### src/rtl/extclk_pkg.sv
// Shared definitions for the external clock generator: phase encoding,
// per-phase clock decode table and the default oscillator settle time.
package extclk_pkg;

  // Default number of CLK edges the oscillator needs before it is trusted.
  localparam int unsigned OSC_STABLE_CYCLES_DEF = 8;

  // One M-cycle is four CLK periods, one per phase.
  typedef enum logic [1:0] {
    PH_ADR   = 2'd0,
    PH_DATA  = 2'd1,
    PH_INC   = 2'd2,
    PH_LATCH = 2'd3
  } phase_t;

  // Bit positions of the individual clocks inside a decoded clock vector.
  localparam int CK_ADR   = 4;
  localparam int CK_DATA  = 3;
  localparam int CK_INC   = 2;
  localparam int CK_MAIN  = 1;
  localparam int CK_LATCH = 0;

  typedef logic [4:0] clk_vec_t;

  // Decode table indexed by phase, fields {adr, data, inc, main, latch}.
  localparam clk_vec_t [3:0] PHASE_DECODE = {
    5'b01001,  // PH_LATCH
    5'b01110,  // PH_INC
    5'b10100,  // PH_DATA
    5'b10010   // PH_ADR
  };

  function automatic clk_vec_t decode_phase(input phase_t ph);
    return PHASE_DECODE[ph];
  endfunction

endpackage

### src/rtl/extclk_reset_sync.sv
// Reset synchronizer: asserts immediately with rst_in, releases on the
// second CLK edge after rst_in falls so downstream flops leave reset cleanly.
module extclk_reset_sync (
  input  logic CLK,
  input  logic rst_in,
  output logic rst_out
);

  logic meta;

  // Two-flop chain, asynchronously set, shifting in the deasserted level.
  always_ff @(posedge CLK or posedge rst_in) begin
    if (rst_in) begin
      meta    <= 1'b1;
      rst_out <= 1'b1;
    end else begin
      meta    <= 1'b0;
      rst_out <= meta;
    end
  end

endmodule

### src/rtl/external_clk.sv
// External clock generator: brings the core out of reset once the oscillator
// has settled, then produces the four-phase M-cycle clocks as flop outputs.
// Build option: EXTCLK_OSC_WAIT_EN enables the OSC_STABLE_CYCLES settle
// counter; without it OSC_STABLE follows reset release by one edge.
module external_clk
  import extclk_pkg::*;
#(
  parameter int unsigned OSC_STABLE_CYCLES = OSC_STABLE_CYCLES_DEF
) (
  input  logic CLK,
  input  logic RESET,
  output logic ADR_CLK_P,
  output logic ADR_CLK_N,
  output logic DATA_CLK_P,
  output logic DATA_CLK_N,
  output logic INC_CLK_P,
  output logic INC_CLK_N,
  output logic MAIN_CLK_P,
  output logic MAIN_CLK_N,
  output logic LATCH_CLK,
  output logic OSC_ENA,
  output logic OSC_STABLE,
  output logic CLK_ENA,
  output logic ASYNC_RESET,
  output logic SYNC_RESET
);

  logic       async_reset;
  logic       osc_stable;
  logic       clk_ena;
  logic       clk_ena_nxt;
  logic       sync_reset;
  phase_t     phase;
  phase_t     phase_nxt;
  clk_vec_t   clk_dec;
  clk_vec_t   clk_p;
  logic [4:1] clk_n;

  extclk_reset_sync u_reset_sync (
    .CLK     (CLK),
    .rst_in  (RESET),
    .rst_out (async_reset)
  );

`ifdef EXTCLK_OSC_WAIT_EN
  localparam logic [7:0] STABLE_LAST = 8'(OSC_STABLE_CYCLES - 1);

  logic [7:0] stable_cnt;

  // Count settle edges after reset release; OSC_STABLE sets on the last one.
  always_ff @(posedge CLK or posedge async_reset) begin
    if (async_reset) begin
      stable_cnt <= '0;
      osc_stable <= 1'b0;
    end else if (!osc_stable) begin
      if (stable_cnt == STABLE_LAST) begin
        osc_stable <= 1'b1;
      end else begin
        stable_cnt <= stable_cnt + 8'd1;
      end
    end
  end
`else
  // No settle wait: oscillator is trusted on the first edge out of reset.
  // The settle-length parameter has no effect in this build.
  always_ff @(posedge CLK or posedge async_reset) begin
    if (async_reset) begin
      osc_stable <= 1'b0;
    end else if (OSC_STABLE_CYCLES != 0) begin
      osc_stable <= 1'b1;
    end
  end
`endif

  // Enable follows stable by one edge and is sticky until reset; the phase
  // counter only runs once enabled.
  assign clk_ena_nxt = clk_ena | osc_stable;
  assign phase_nxt   = clk_ena ? phase_t'(phase + 2'd1) : PH_ADR;
  assign clk_dec     = decode_phase(phase_nxt);

  // Clock-enable, phase counter and M-cycle-aligned reset release.
  always_ff @(posedge CLK or posedge async_reset) begin
    if (async_reset) begin
      clk_ena    <= 1'b0;
      phase      <= PH_ADR;
      sync_reset <= 1'b1;
    end else begin
      clk_ena <= clk_ena_nxt;
      phase   <= phase_nxt;
      if (clk_ena && (phase == PH_LATCH)) begin
        sync_reset <= 1'b0;
      end
    end
  end

  // Registered clock outputs, decoded from the phase being loaded this edge
  // so every output changes on the same edge as the phase register.
  always_ff @(posedge CLK or posedge async_reset) begin
    if (async_reset) begin
      clk_p <= '0;
      clk_n <= '1;
    end else if (clk_ena_nxt) begin
      clk_p <= clk_dec;
      clk_n <= ~clk_dec[4:1];
    end else begin
      clk_p <= '0;
      clk_n <= '1;
    end
  end

  assign ADR_CLK_P   = clk_p[CK_ADR];
  assign ADR_CLK_N   = clk_n[CK_ADR];
  assign DATA_CLK_P  = clk_p[CK_DATA];
  assign DATA_CLK_N  = clk_n[CK_DATA];
  assign INC_CLK_P   = clk_p[CK_INC];
  assign INC_CLK_N   = clk_n[CK_INC];
  assign MAIN_CLK_P  = clk_p[CK_MAIN];
  assign MAIN_CLK_N  = clk_n[CK_MAIN];
  assign LATCH_CLK   = clk_p[CK_LATCH];
  assign OSC_ENA     = ~async_reset;
  assign OSC_STABLE  = osc_stable;
  assign CLK_ENA     = clk_ena;
  assign ASYNC_RESET = async_reset;
  assign SYNC_RESET  = sync_reset;

endmodule

### config.mk
export PLATFORM = sky130hd
export DESIGN_NAME = external_clk
export DESIGN_NICKNAME = d
export VERILOG_FILES = /design/src/rtl/extclk_pkg.sv /design/src/rtl/extclk_reset_sync.sv /design/src/rtl/external_clk.sv
export SDC_FILE = /design/constraint.sdc
export NUM_CORES = 1
export LEC_CHECK = 0
export BUFFER_PORTS_ARGS = -buffer_cell sky130_fd_sc_hd__clkbuf_2
export CORE_AREA = 2 2 39 41
export DETAILED_ROUTE_END_ITERATION = 8
export DIE_AREA = 0 0 41 43
export PLACE_DENSITY = 0.65
export SYNTH_ARGS = -nofsm -noshare
export SYNTH_HDL_FRONTEND = slang
export SYNTH_HIERARCHICAL = 1
export SYNTH_SLANG_ARGS = --single-unit
### constraint.sdc
create_clock -name CLK -period 0.9 [get_ports CLK]
set_input_delay 0.09 -clock CLK [delete_from_list [all_inputs] [get_ports CLK]]
set_output_delay 0.09 -clock CLK [all_outputs]
set_load 0.01 [all_outputs]
==> reports/qor.csv <==
metric;value;unit
vdd_drop_max;1660;uV
utilization;0.645;
drc;0;
powerDensity;2810;nW/um2
final_common_cell;buf_6;
syn_nets;42;
synth-edff-count;0;
numCtsBuffers;3;
routed_wl;876;um
ant_nets;0;
grt-ovfl-total;0;
wl_per_cell;10.2;um
start_kind;register;
place_congestion;0.641;
synth-main-ff-cell;dfrtp_1;
grt_util_all_layers;0.134;
netlist_instances;38;
hold_path.class;in2async;
start_util;0.389;
die_area;1760;um2
path_clk_slew;0.09;ns
drive_above_1_share;0.714;
combPwrFrac;0.398;
routed_via_density;4.30;
finalCriticalPeriod;1.25;ns
final_hold_viol_count;0;
core;1380;um2
die_w;41;um
grt_max_degree;15;
fmax;803;MHz
internal_power;1.83;mW
synth_seq_cells;16;
finalSetupViolations;18;
finalWorstSetupSlack;-0.345;ns
violations;setup timing;
port_buffers;15;
final_cell_mix;buf_6 (14), dfrtp_1 (8), dfstp_2 (7), buf_4 (7), clkbuf_2 (6);
power_switching;0.683;mW
num_vias;370;
drv_slew;0;
io_pins;16;
synth-seq-area-share;0.760;
cap_violations;0;
fin_crit_sh;1.38;
cts_max_level;1;
synth.distinct_cells;14;
async_flop_share;1.00;
die_h;43;um
grt_pass1_vias;383;
worst_ep_arrival_time;1.42;ns
syn2layout_area_growth;65.8;%
switching_share;0.272;
power_leakage;0.450;nW
p_seq_frac;0.422;
antennaDiodeCount;0;
worstSetupEndpointType;register;
rsz0062_at_grt;yes;
dr.pass1.iters;2;
postSynthAreaPerCell;14.2;um2
tritoncts;yes;
clock_latency;0.28;ns
grt_pass1_wl;1570;um
drtIter0Drc;3;
fin_tns_setup;-2.70;ns
path_class;reg2reg;
clkPwrFrac;0.181;
crit_path_max_fanout;3;
skew;0.00485;ns
crit_required;1.07;ns
cts.sinks;16;
status;finished with violations;
antenna_found_initial;0;
fin_nets;75;
fp-row-count;14;
netlist_area;538;um2
yosys_warnings;6;
clock-root-buffer;clkbuf_4;
clockBufferDepth;2;
-- final timing paths --
check / startpoint / endpoint / slack, ns / cells after the start
max: phase[0] / clk_p[2] / -0.35 / 5
min: RESET / u_reset_sync/meta / 0.36 / 3
max reg2reg: phase[0] / clk_p[2] / -0.35 / 5
min reg2reg: u_reset_sync/meta / u_reset_sync/rst_out / 0.36 / 0
max in group asynchronous: u_reset_sync/rst_out / clk_n[3] / 0.21 / 4
min in group CLK: u_reset_sync/meta / u_reset_sync/rst_out / 0.36 / 0
-- power groups by stage --
| stage | Clock (mW) | Combinational [mW] | Sequential, mW |
|---|---|---|---|
| 2_1_floorplan | 0 | 0.337 | 1.15 |
| 3_3_place_gp | 0 | 0.712 | 1.05 |
| 3_5_place_dp | 0 | 0.727 | 1.06 |
| 4_1_cts | 0.471 | 0.885 | 1.04 |
| 5_1_grt | 0.505 | 1.11 | 1.08 |
| 6_report | 0.453 | 0.997 | 1.06 |
-- registers in the layout, indices dropped and copies added, names as in the netlist --
signal	count
SYNC_RESET	1
OSC_STABLE	1
clk_n	4
u_reset_sync/meta	1
u_reset_sync/rst_out	1
CLK_ENA	1
phase	2
clk_p	5
-- cells in the mapped netlist (2+ instances only) --
master	instances	area (um2)
and2_4	2	17.5
conb_1	2	7.51
dfrtp_1	9	225
dfstp_2	7	184
ha_1	2	25.0
inv_1	5	18.8
nand2_1	4	15.0
-- per-layer routing --
metal / wire length [um] / track usage
met5: 0 / 0
met4: 0 / 0.0800
met3: 53 / 0.0314
met2: 427 / 0.194
met1: 395 / 0.175
-- layout make-up --
| type | instances | area [um2] |
|---|---|---|
| multi-input combinational | 17 | 154 |
| tap | 16 | 20.0 |
| timing repair buffer | 28 | 250 |
| clock buffer | 4 | 36.3 |
| inverter | 5 | 21.3 |
| fill | 101 | 492 |
| sequential | 16 | 410 |
-- metrics by stage --
| step | setup slack (ns) | std cells | cell area, um2 | power [mW] | hold slack [ns] |
|---|---|---|---|---|---|
| final | -0.345 | 86 | 892 | 2.51 | 0.356 |
| after detailed placement | -0.336 | 76 | 719 | 1.78 | 0.101 |
| after floorplan | -0.318 | 38 | 572 | 1.48 | 0.00150 |
| after global routing | -0.393 | 86 | 892 | 2.70 | 0.368 |
| after CTS | -0.349 | 84 | 821 | 2.40 | 0.350 |
| after global placement | -0.310 | 76 | 719 | 1.76 | 0.0930 |
-- cell families after synthesis --
logic type / after synthesis / share of synthesized area
other: 2 / 0.0140
adders and majority gates: 2 / 0.0465
buffers and inverters: 5 / 0.0349
and+or+nand+nor: 10 / 0.107
AOI/OAI and AO/OA: 3 / 0.0372
DFF: 16 / 0.760
-- worst max-delay path, cell delays in order, from the launching register on --
cell,delay (ns)
dfrtp_1,0.43
ha_4,0.30
nand2_4,0.05
inv_4,0.05
ha_4,0.19
and2_4,0.12
-- what timing repair did --
action / CTS / global route
hold buffers: 1 / 0
buffers inserted: 4 / 3
endpoints found under the setup margin: 20 / 21
endpoints found under the hold margin: 2 / 0
gates resized for setup: 10 / 20
pin swaps: 5 / 2
(Power assumes the default switching activity.)
